**config.mk**
```make
export PLATFORM = sky130hd
export DESIGN_NAME = decoder_display_7_segment
export DESIGN_NICKNAME = d
export VERILOG_FILES = /design/src/rtl/decoder_display_7_segment.sv
export SDC_FILE = /design/constraint.sdc
export NUM_CORES = 1
export LEC_CHECK = 0
export ABC_AREA = 1
export BUFFER_PORTS_ARGS = -buffer_cell sky130_fd_sc_hd__buf_2
export CORE_MARGIN = 2
export CORE_UTILIZATION = 45
export CTS_CLUSTER_SIZE = 20
export DETAILED_ROUTE_END_ITERATION = 12
export PLACE_DENSITY_LB_ADDON = 0.08
export SKIP_CTS_REPAIR_TIMING = 1
export SLEW_MARGIN = 20
export SYNTH_ARGS = -nofsm -noshare
export SYNTH_HDL_FRONTEND = slang
export SYNTH_SLANG_ARGS = --single-unit
```
**constraint.sdc**
```tcl
create_clock -name clk -period 0.8 [get_ports clk]
set_input_delay 0.16 -clock clk [delete_from_list [all_inputs] [get_ports clk]]
set_output_delay 0.16 -clock clk [all_outputs]
set_load 0.01 [all_outputs]
```
**src/rtl/decoder_display_7_segment.sv**
```systemverilog
// Registered hex-to-7-segment decoder with lamp test, blanking and ripple-blanking.
// All outputs are registered; ACTIVE_LOW inverts the full 8-bit pattern for common-anode parts.
module decoder_display_7_segment #(
    parameter bit ACTIVE_LOW = 1'b0
) (
    input  logic       clk,
    input  logic       reset,
    input  logic       en,
    input  logic       lamp_test,
    input  logic       rbi,
    input  logic       dp,
    input  logic [3:0] i,
    output logic [7:0] o,
    output logic       rbo
);

    localparam logic [7:0] OffPattern = {8{ACTIVE_LOW}};

    logic [6:0] seg;
    logic [7:0] pattern;
    logic [7:0] o_d;
    logic       rbo_d;

    // Active-high segment codes, bit order g..a.
    always_comb begin
        seg = 7'h00;
        case (i)
            4'h0:    seg = 7'h3F;
            4'h1:    seg = 7'h06;
            4'h2:    seg = 7'h5B;
            4'h3:    seg = 7'h4F;
            4'h4:    seg = 7'h66;
            4'h5:    seg = 7'h6D;
            4'h6:    seg = 7'h7D;
            4'h7:    seg = 7'h07;
            4'h8:    seg = 7'h7F;
            4'h9:    seg = 7'h6F;
            4'hA:    seg = 7'h77;
            4'hB:    seg = 7'h7C;
            4'hC:    seg = 7'h39;
            4'hD:    seg = 7'h5E;
            4'hE:    seg = 7'h79;
            4'hF:    seg = 7'h71;
            default: seg = 7'h00;
        endcase
    end

    always_comb begin
        pattern = {dp, seg};
        rbo_d   = 1'b0;
        if (lamp_test) begin
            pattern = 8'hFF;
        end else if (!en) begin
            pattern = 8'h00;
        end else if (rbi && (i == 4'h0)) begin
            // Suppressed leading zero: dp is blanked too, and the next digit is told to blank.
            pattern = 8'h00;
            rbo_d   = 1'b1;
        end
        o_d = ACTIVE_LOW ? ~pattern : pattern;
    end

    always_ff @(posedge clk or posedge reset) begin
        if (reset) begin
            o   <= OffPattern;
            rbo <= 1'b0;
        end else begin
            o   <= o_d;
            rbo <= rbo_d;
        end
    end

endmodule

```
==> summary.txt <==
Global route
  • First-pass GRT wire length: about 1.7 mm
  • Largest net degree at the start of global routing: 10
  • Vias in the first global route: 430
  • Initial antenna violation count: 0
  • GRT overflow: 0
  • Gr usage total: 15.1%

Hold path
  • Type of the worst min-delay path: input pin to flop

Cells and area
  • Fraction of layout cells with a size suffix above 1: a little over half
  • ANT cells: 0
  • Final instance area: 932 µm²
  • Layout area overhead: 55.9%
  • Post-route insts no fill: roughly 120
  • Nets: 121

Route
  • Drt total wl: between 1 and 1.5 mm
  • DRT iter0 DRCs: 8
  • First-pass detailed-route iteration total: 3
  • DRC Markers: 0
  • Post-route ant nets: 0
  • Vias per cell: a little under 5
  • Vias: between 500 and 600
  • Wire length per cell: 10.4 µm

Power and ir drop
  • Pwr dens: between 1000 and 1500 nW/µm²
  • Overall Power: roughly 1.2 mW
  • Static leakage: 0.449 nW
  • Peak supply drop: ~0.00063 V

Setup path
  • Setup CP Type: flop to output pin
  • Maximum fanout along the worst path: 1
  • CP endpoint kind: output pin
  • Slowest cell on the critical path: dfrtp_1
  • CP Data Required Time: 640 ps
  • Crit-path leading delay family: flip-flops
  • Startpoint Class: flop
  • Data arrival time of the critical path: approximately 740 ps
  • Crit path buffers/inverters: 1
  • Cell Chain, Critical Path: buf_6
  • Largest stage delay, worst path: about 380 ps

Timing
  • Max transition margin: 79.3%
  • Worst hold slack: between 80 and 90 ps
  • Pins Over Slew Limit: 0
  • RSZ-0062 raised after global routing: yes
  • PnR worst setup slack: -98.0 ps
  • Setup violations, final: 14
  • Fin crit period: ~900 ps
  • Final hold vios: 0
  • Worst-Margin Slew: slightly above 300 ps
  • Fmax achieved: roughly 1.1 GHz
  • Tcrit/Tclk final: 112%

Synthesis
  • Cell taking the most area after synthesis: dfrtp_1
  • Top_reg_cell synth: dfrtp_1
  • Count leader, synth: nand2_1
  • Cell Area, Synth: 598 µm²
  • Ranking of synthesized cells by area: dfrtp_1 38%, nand3_1 14%, ha_1 13%, nand2_1 13%, inv_1 5.0%
  • Post-synth ARST share: 100%
  • Synth cell types: 16
  • Commonest cells in the netlist: 20 x nand2_1, 17 x nand3_1, 9 x dfrtp_1
  • Syn_nets: 91
  • FF+latch count, synth: 9
  • Synth Instances: 75
  • YS warnings: 0
  • Sequential area share after synthesis: between 30 and 40%
  • Post-synth top area share: 37.7%
  • Number of enable flip-flop cells after synthesis: 0
  • Syn Area/Cell: 7.97 µm²

Job
  • Max-cap violations: 0

Placed design
  • Hpwl dp: 1.02 mm
  • RePlAce Congestion: 0.869
  • Dpl cell area: 792 µm²
  • Post-Place Setup Slack: -313 ps
  • Port bufs: 18
  • Placed insts: ~110

Run status
  • Status: finished, violations left
  • Failing checks: setup timing

Die
  • Die Y: just over 40 µm
  • Die area: about 1600 µm²
  • Starting density of the core: a little under half
  • Top Ports: 19
  • Cell Rows: 13
  • Width of the die: 40.5 µm
  • CORE AREA: between 1000 and 1500 µm²

Clock network
  • Worst-path clk slew: 60 ps
  • Clk buf depth: 2
  • Number of H-tree levels: 1
  • CTS tree: yes
  • Clk root buf: clkbuf_4
  • CTS sink count: 9
  • CTS Buf Count: 3
==> layer usage <==
metal / GRT usage (%) / vias up / wire length (µm)
li1: - / 297 / -
met1: 15.1 / 259 / 487
met2: 31.0 / 18 / 676
met3: 1.67 / 0 / 75
met4: 5.00 / 0 / 0
met5: 0 / - / 0
==> stage by stage <==
stage	TNS [ps]	util [%]
3_3_place_gp	-2180	62.4
2_1_floorplan	-494	-
3_5_place_dp	-2310	62.4
6_report	-1010	73.5
5_1_grt	-1600	73.5
4_1_cts	-1070	64.5
==> where the power goes <==
part	total, mW	switching (mW)	internal (mW)
logic	0.350	0.190	0.160
clock network	0.320	0.130	0.190
registers	0.492	0.00753	0.485
==> area by class of cell <==
cell class / count / area, µm²
inverter: 10 / 55.1
fill: 98 / 337
clock buffer: 4 / 26.3
timing repair buffer: 27 / 200
sequential: 9 / 225
tap: 15 / 18.8
multi-input combinational: 54 / 407
==> placed cells by master, fill, tap and decap left out <==
cell type,instances
nand2_1,17
buf_2,14
nand3_1,9
dfrtp_1,9
nand3_2,8
buf_4,6
inv_1,4
buf_6,4
ha_4,3
clkbuf_4,3
clkinvlp_4,2
nor2_1,2
nand2_2,2
inv_2,2
nand2_4,2
o21ai_1,2
nor2_4,2
ha_2,2
buf_8,2
inv_8,1
inv_4,1
o21ai_0,1
or2_1,1
o21ai_2,1
nor3_1,1
ha_1,1
clkbuf_1,1
dlygate4sd3_1,1
==> sequential cells by signal (all words and copies together) (netlist names) <==
| name | count |
|---|---|
| o | 8 |
| rbo | 1 |
==> path summary, 6_finish.rpt <==
path / start / endpoint / depth (start not counted)
max in group asynchronous: reset / o[5] / 3
min in group asynchronous: reset / o[3] / 3
setup / recovery: o[4] / o[4] / 1
hold / removal: lamp_test / rbo / 2
==> logic make-up after synthesis <==
family          after synthesis  synth area share, %
simple gates                 44                 34.7
buf+inv                      12                 11.7
compound gates                4                 3.35
flops                         9                 37.7
fa+ha+maj                     6                 12.6
No activity file was read; power rests on OpenSTA's default activity.
